`src/rtl/key_loader_pkg.sv`:
```
// Shared definitions for the serial key loader: default key width and the
// FSM state encoding (fixed here so benches can probe the state register).
package key_loader_pkg;

   localparam int KEY_W_DEF = 16;

   typedef enum logic [1:0] {
      IDLE   = 2'd0,
      SHIFT  = 2'd1,
      CHECK  = 2'd2,
      COMMIT = 2'd3
   } kl_state_t;

endpackage

```
`src/rtl/key_stream_loader.sv`:
```
// key_stream_loader: assembles a serially delivered unlock key (LSB first)
// in a shadow register and commits it atomically to key_out, so the locked
// netlist never sees a partial key.
// Optional feature macro: KEY_PARITY_EN -- adds one trailing even-parity beat
// that is verified before commit; a failing key raises sticky err instead.
// With parity enabled, a passing CHECK cycle performs the commit itself so
// the key still appears two cycles after the final (parity) beat.
module key_stream_loader
   import key_loader_pkg::*;
#(
   parameter int KEY_W = KEY_W_DEF
) (
   input  logic             clk,
   input  logic             rst_n,
   input  logic             start,
   input  logic             ser_valid,
   input  logic             ser_data,
   output logic             ser_ready,
   output logic [KEY_W-1:0] key_out,
   output logic             key_valid,
   output logic             busy,
   output logic             err
);

   localparam int               CNT_W        = $clog2(KEY_W + 1);
   localparam logic [CNT_W-1:0] LAST_KEY_BIT = CNT_W'(KEY_W - 1);
`ifdef KEY_PARITY_EN
   localparam logic [CNT_W-1:0] PARITY_SLOT  = CNT_W'(KEY_W);
`endif

   kl_state_t        state_reg, state_next;
   logic [CNT_W-1:0] count_reg, count_next;
   logic [KEY_W-1:0] shadow_reg, shadow_next;
   logic [KEY_W-1:0] key_out_reg, key_out_next;
   logic             key_valid_reg, key_valid_next;
   logic             busy_reg, busy_next;
   logic             ser_ready_reg, ser_ready_next;
   logic             clear_load;
   logic             beat;
`ifdef KEY_PARITY_EN
   logic             parity_reg, parity_next;
   logic             err_reg, err_next;
`endif

   // A bit is accepted only when offered while ready; a concurrent start
   // aborts the load, so that bit is discarded.
   assign beat = ser_valid && ser_ready_reg && !start;

   // Shadow bit gi captures the stream bit whose position equals the counter.
   for (genvar gi = 0; gi < KEY_W; gi++) begin : g_shadow
      assign shadow_next[gi] = clear_load ? 1'b0 :
                               (beat && (count_reg == CNT_W'(gi))) ? ser_data :
                               shadow_reg[gi];
   end

   // Next-state and next-output logic for the load sequencer.
   always_comb begin
      state_next     = state_reg;
      count_next     = count_reg;
      key_out_next   = key_out_reg;
      key_valid_next = key_valid_reg;
      clear_load     = 1'b0;
`ifdef KEY_PARITY_EN
      err_next       = err_reg;
      parity_next    = parity_reg;
`endif

      case (state_reg)
         IDLE: begin
            if (start) begin
               state_next     = SHIFT;
               clear_load     = 1'b1;
               key_valid_next = 1'b0;
`ifdef KEY_PARITY_EN
               err_next       = 1'b0;
`endif
            end
         end
         SHIFT: begin
            if (start) begin
               clear_load = 1'b1;
`ifdef KEY_PARITY_EN
               err_next   = 1'b0;
`endif
            end else if (beat) begin
               count_next = count_reg + CNT_W'(1);
`ifdef KEY_PARITY_EN
               parity_next = parity_reg ^ ser_data;
               if (count_reg == PARITY_SLOT) begin
                  state_next = CHECK;
               end
`else
               if (count_reg == LAST_KEY_BIT) begin
                  state_next = COMMIT;
               end
`endif
            end
         end
         CHECK: begin
`ifdef KEY_PARITY_EN
            if (start) begin
               state_next = SHIFT;
               clear_load = 1'b1;
               err_next   = 1'b0;
            end else if (parity_reg == 1'b0) begin
               key_out_next   = shadow_reg;
               key_valid_next = 1'b1;
               state_next     = IDLE;
            end else begin
               err_next   = 1'b1;
               state_next = IDLE;
            end
`else
            state_next = IDLE;
`endif
         end
         COMMIT: begin
            key_out_next   = shadow_reg;
            key_valid_next = 1'b1;
            state_next     = IDLE;
         end
      endcase

      if (clear_load) begin
         count_next = '0;
`ifdef KEY_PARITY_EN
         parity_next = 1'b0;
`endif
      end

      ser_ready_next = (state_next == SHIFT);
      busy_next      = (state_next == SHIFT) || (state_next == CHECK) ||
                       (state_next == COMMIT);
   end

   // State and output registers with synchronous active-low reset.
   always_ff @(posedge clk) begin
      if (!rst_n) begin
         state_reg     <= IDLE;
         count_reg     <= '0;
         shadow_reg    <= '0;
         key_out_reg   <= '0;
         key_valid_reg <= 1'b0;
         busy_reg      <= 1'b0;
         ser_ready_reg <= 1'b0;
`ifdef KEY_PARITY_EN
         parity_reg    <= 1'b0;
         err_reg       <= 1'b0;
`endif
      end else begin
         state_reg     <= state_next;
         count_reg     <= count_next;
         shadow_reg    <= shadow_next;
         key_out_reg   <= key_out_next;
         key_valid_reg <= key_valid_next;
         busy_reg      <= busy_next;
         ser_ready_reg <= ser_ready_next;
`ifdef KEY_PARITY_EN
         parity_reg    <= parity_next;
         err_reg       <= err_next;
`endif
      end
   end

   assign ser_ready = ser_ready_reg;
   assign key_out   = key_out_reg;
   assign key_valid = key_valid_reg;
   assign busy      = busy_reg;
`ifdef KEY_PARITY_EN
   assign err       = err_reg;
`else
   assign err       = 1'b0;
`endif

endmodule

```
`config.mk`:
```
export PLATFORM = sky130hd
export DESIGN_NAME = key_stream_loader
export DESIGN_NICKNAME = d
export VERILOG_FILES = /design/src/rtl/key_loader_pkg.sv /design/src/rtl/key_stream_loader.sv
export SDC_FILE = /design/constraint.sdc
export NUM_CORES = 1
export LEC_CHECK = 0
export ABC_AREA = 1
export BUFFER_PORTS_ARGS = -buffer_cell sky130_fd_sc_hd__buf_4
export CORE_MARGIN = 2
export CORE_UTILIZATION = 60
export CTS_CLUSTER_SIZE = 10
export DETAILED_ROUTE_END_ITERATION = 16
export PLACE_DENSITY = 0.83
export SYNTH_ARGS = -nofsm -noshare
export SYNTH_HDL_FRONTEND = slang
export SYNTH_SLANG_ARGS = --single-unit
```
`constraint.sdc`:
```
create_clock -name clk -period 2.5 [get_ports clk]
set_clock_uncertainty 0.1 [all_clocks]
set_input_delay 0.25 -clock clk [delete_from_list [all_inputs] [get_ports clk]]
set_output_delay 0.25 -clock clk [all_outputs]
set_load 0.005 [all_outputs]
```
# After elaboration in Yosys (flattened, before gate mapping)

Index checks and enable logic that the tools add are counted.

Bitwise operators: 2
Reductions and logical operators: 29
$add $sub $neg: 1
Multiplexer cells: 9
Equality and inequality tests: 22

Operators by type and width:

| cell                                                | count |
|---|---|
| equality test 5 x 4 -> 1 bit, second input constant | 8 |
| equality test 5 x 3 -> 1 bit, second input constant | 4 |
| logical AND 1 bit                                   | 18 |
| equality test 5 x 2 -> 1 bit, second input constant | 2 |
| equality test 2 bit, second input constant          | 4 |
| two-way mux 2 bit                                   | 4 |
| case mux 2 bit (3 select lines)                     | 1 |
| OR reduction 2 bit                                  | 3 |
| adder 5 x 1 -> 5 bit, second input constant         | 1 |
| equality test 5 x 1 -> 1 bit, second input constant | 1 |
| logical NOT 5 bit                                   | 1 |
| equality test 2 x 1 -> 1 bit, second input constant | 2 |
| two-way mux 1 bit                                   | 3 |
| AND reduction 3 bit                                 | 1 |
| logical NOT 2 bit                                   | 1 |
| logical OR 1 bit                                    | 2 |
| inequality test 2 bit, second input constant        | 1 |
| NOT 1 bit                                           | 2 |
| case mux 1 bit (2 select lines)                     | 1 |
| AND reduction 2 bit                                 | 1 |
| nonzero test 2 bit                                  | 1 |
| logical NOT 1 bit                                   | 1 |

Logic and storage cells: 85
Register bits: 42
Output and inout bits: 20

# Longest topological paths before layout

Word-level depth: 8
Depth in mapped cells: 8

# Worst setup path after synthesis

Ideal clock, no wire load.

Kind: register to register
Start: register count_reg[0]
End: register shadow_reg[15]
Path slack: 1160 ps
Required time: 2282 ps
Clock period less this slack: 1340 ps
Buffers on the path: 0
Stages on the path, launching flop included: 8
Arrival time: 1122 ps
Setup time: 118 ps
Cell sequence: dfxtp_1 -> ha_1 -> inv_1 -> nor2_1 -> ha_1 -> inv_1 -> nor3_1 -> nor2_1

Longest elaborated chain between the ends: 2

RTL lines:

| what                         | line                     | text |
|---|---|---|
| from (decl)                  | key_stream_loader.sv:32  | `logic [CNT_W-1:0] count_reg, count_next;` |
| from (signal assigned)       | key_stream_loader.sv:152 | `count_reg <= count_next;` |
| equality test 5 x 4 -> 1 bit | key_stream_loader.sv:52  | `(beat && (count_reg == CNT_W'(gi))) ? ser_data :` |
| logical AND 1 bit            | key_stream_loader.sv:52  |  |
| to (signal assigned)         | key_stream_loader.sv:153 | `shadow_reg <= shadow_next;` |
| to (decl)                    | key_stream_loader.sv:33  | `logic [KEY_W-1:0] shadow_reg, shadow_next;` |

Every way passes these cells.
A chain may end at the register's enable or synchronous reset.

# Final worst setup path

Start: register state_reg[0]
End: register key_out_reg[11] (netlist: key_out[11])

Longest elaborated chain between the ends: 1

RTL lines:

| what                   | line                     | text |
|---|---|---|
| from (decl)            | key_stream_loader.sv:31  | `kl_state_t state_reg, state_next;` |
| from (signal assigned) | key_stream_loader.sv:151 | `state_reg <= state_next;` |
| equality test 2 bit    | key_stream_loader.sv:68  | `case (state_reg)` |
| to (signal assigned)   | key_stream_loader.sv:154 | `key_out_reg <= key_out_next;` |
| to (decl)              | key_stream_loader.sv:34  | `logic [KEY_W-1:0] key_out_reg, key_out_next;` |

Every way passes these cells.

==> key figures <==
Outcome
  – Outcome: finished, final reports clean

CTS
  – Hold_buf cts: 0
  – Skew-Pair Late Insertion Delay: 0.35 ns
  – CTS tree: built
  – TritonCTS buffer count: 5
  – Clk root buf: clkbuf_4
  – Post-cts repair resize count: 0
  – Post-CTS Setup Inserts: 0
  – Clock buffer depth: 2
  – Clock tree sinks: 42
  – Clk slew on worst S/H paths: 0.14 ns
  – # H-tree levels: 2

STA
  – Final WS setup: 0.801 ns
  – Max Clk Rate: around 600 MHz
  – Setup TNS: 0 ns
  – Period utilization: 0.680
  – Relative max-transition margin: 0.594
  – # setup viols final: 0
  – RSZ-0062 raised after global routing: no
  – Max Slew Vio Count: 0
  – Shortest period the worst path allows: 1.70 ns
  – Final hold vios: 0
  – Tightest Pin Transition: ~0.6 ns

Synth
  – Unique masters post-synth: 22
  – Cells after synthesis: about 250
  – Synthesized net count: 258
  – Synth warn: 0
  – Flops & latches, synth: 42
  – Sequential area share after synthesis: 0.472
  – Post-synth EDFFs: 0
  – Most common cell in the netlist: nor2_1
  – Post-synth top area share: 0.472
  – Mapped cell area: around 1800 sq um
  – Main flop type after synthesis: dfxtp_1
  – Synth async-reset ratio: 0
  – Avg Synthesized Cell Area: between 7 and 8 sq um
  – Post-synth top area cell: dfxtp_1
  – Synth area leaders: dfxtp_1, nor2_1, nand2_1
  – Commonest cells in the synthesized netlist: nor2_1, nand2_1, dfxtp_1

Worst setup path
  – Largest stage delay, worst path: around 0.52 ns
  – Critical path buffers and inverters: 1
  – CP max FO: 28
  – Crit end category: flop
  – Delay-heaviest family, CP: buffers and inverters
  – Crit path max-delay cell type: clkinv_1
  – Crit Path Class: reg2reg
  – CP startpoint kind: flop
  – CP Cell Sequence: nand2_1, clkinv_1, o21ai_0, a21oi_1
  – CP arrival: 1.85 ns
  – CP required: between 2 and 3 ns

Cells and area
  – Final Util: 0.731
  – Layout cell share with drive strength beyond 1: 0.133
  – Filler cells: 240
  – Nets: 280
  – Diode count: 0
  – Post-route cell area: between 2000 and 2500 sq um
  – Final Non-Filler Cells: 302
  – Area grow syn2layout: 14.0%

Die
  – Row Count: 19
  – Initial Util: 0.641
  – Die height: between 50 and 60 microns
  – Total core area: roughly 2800 sq um
  – I/O Pins: 25
  – Die area: approximately 3400 sq um
  – Die width: 58.5 microns

Detailed routing
  – Post-DR vias/cell: about 5
  – DR vias: 1529
  – Post-route ant nets: 0
  – 1st-iter DRT viols: 55
  – Drt wl/cell: around 11 microns
  – Total wire length: between 3000 and 4000 microns
  – First drt pass iteration count: 5
  – Remaining DRCs: 0

Place
  – Final HPWL DP: 2420 microns
  – Placed cell areas: just under 2000 sq um
  – Inst Count DP: around 290
  – Pre-CTS setup slack: around 0.8 ns
  – IO Port Bufs: 23
  – Gpl congestion: around 0.84

Global routing
  – Residual overflow from global routing: 0
  – Vias in the first global route: about 1400
  – Largest net degree at the start of global routing: 29
  – GRT Overall Usage: 0.224
  – First-pass GRT wire length: slightly below 6000 microns
  – Initial antenna violation count: 0

Power and ir drop
  – Peak VDD IR: roughly 0.55 mV
  – LEAKAGE: approximately 0.93 nW
  – Pwr dens: 576 nW/um^2

Hold path
  – Min-delay worst type: in2reg

Flow run
  – Max-cap viol count: 0
-- per-stage QoR --
| stage | power [mW] | hold WS (ns) |
|---|---|---|
| finish | 1.17 | 0.112 |
| global route | 1.21 | 0.106 |
| CTS | 1.18 | 0.103 |
| detailed placement | 0.740 | 0.343 |
| global placement | 0.738 | 0.339 |
| floorplan | 0.723 | 0.285 |
-- cells in the final DEF, fill, tap and decap left out, types with 2 or more instances in the layout --
master and n:
nor2_1 49, nand2_1 45, dfxtp_1 42, inv_1 31, buf_4 24, o21ai_0 18, a21oi_1 18, nand3_1 15
nand4_1 5, ha_1 5, clkbuf_4 5, a31oi_1 3, nor2_2 2
-- worst paths after layout --
check | from | to | slack [ns] | depth (start not counted)
setup / recovery | state_reg[0] | key_out[11] | 0.80 | 4
hold / removal | rst_n | key_out[2] | 0.11 | 3
setup reg to reg | state_reg[0] | key_out[11] | 0.80 | 4
hold reg to reg | shadow_reg[7] | key_out[7] | 0.36 | 2
-- worst min-delay path, delay by kind of cell --
kind / cells / cell delay [ns]
buffers and inverters: 1 / 0.17
AO/OA/AOI/OAI: 2 / 0.12
-- metal layers --
| metal | wire length, microns | global-route usage | vias to the layer above |
|---|---|---|---|
| met5 | 0 | 0 | - |
| met4 | 17 | 0.0997 | 0 |
| met3 | 173 | 0.0593 | 2 |
| met2 | 1590 | 0.355 | 35 |
| met1 | 1670 | 0.288 | 672 |
| li1 | - | - | 820 |
-- where the power goes --
part | total [mW] | internal, mW | switching [mW]
Sequential | 0.677 | 0.674 | 0.00286
Combinational | 0.0485 | 0.0161 | 0.0325
Clock | 0.444 | 0.212 | 0.232
Total | 1.17 | 0.902 | 0.267
-- kinds of logic (layout without fill, tap and decap cells) --
| family | after synthesis | count (layout) | synth area share |
|---|---|---|---|
| AOI/OAI and AO/OA | 40 | 40 | 0.121 |
| xor gates and xnor gates | 1 | 1 | 0.00491 |
| adders and majority gates | 5 | 5 | 0.0351 |
| buffers and inverters | 42 | 65 | 0.0982 |
| DFF | 42 | 42 | 0.472 |
| other | 1 | 1 | 0.00210 |
| and+or+nand+nor | 117 | 117 | 0.267 |
-- layout make-up --
class,count,area [sq um],share of cell area
inverter,33,124,0.0610
multi-input combinational,164,767,0.377
clock buffer,5,37.5,0.0185
sequential,42,841,0.414
tap,31,38.8,0.0191
clock inverter,3,43.8,0.0216
timing repair buffer,24,180,0.0887
Power figures use the tool's default switching activity.
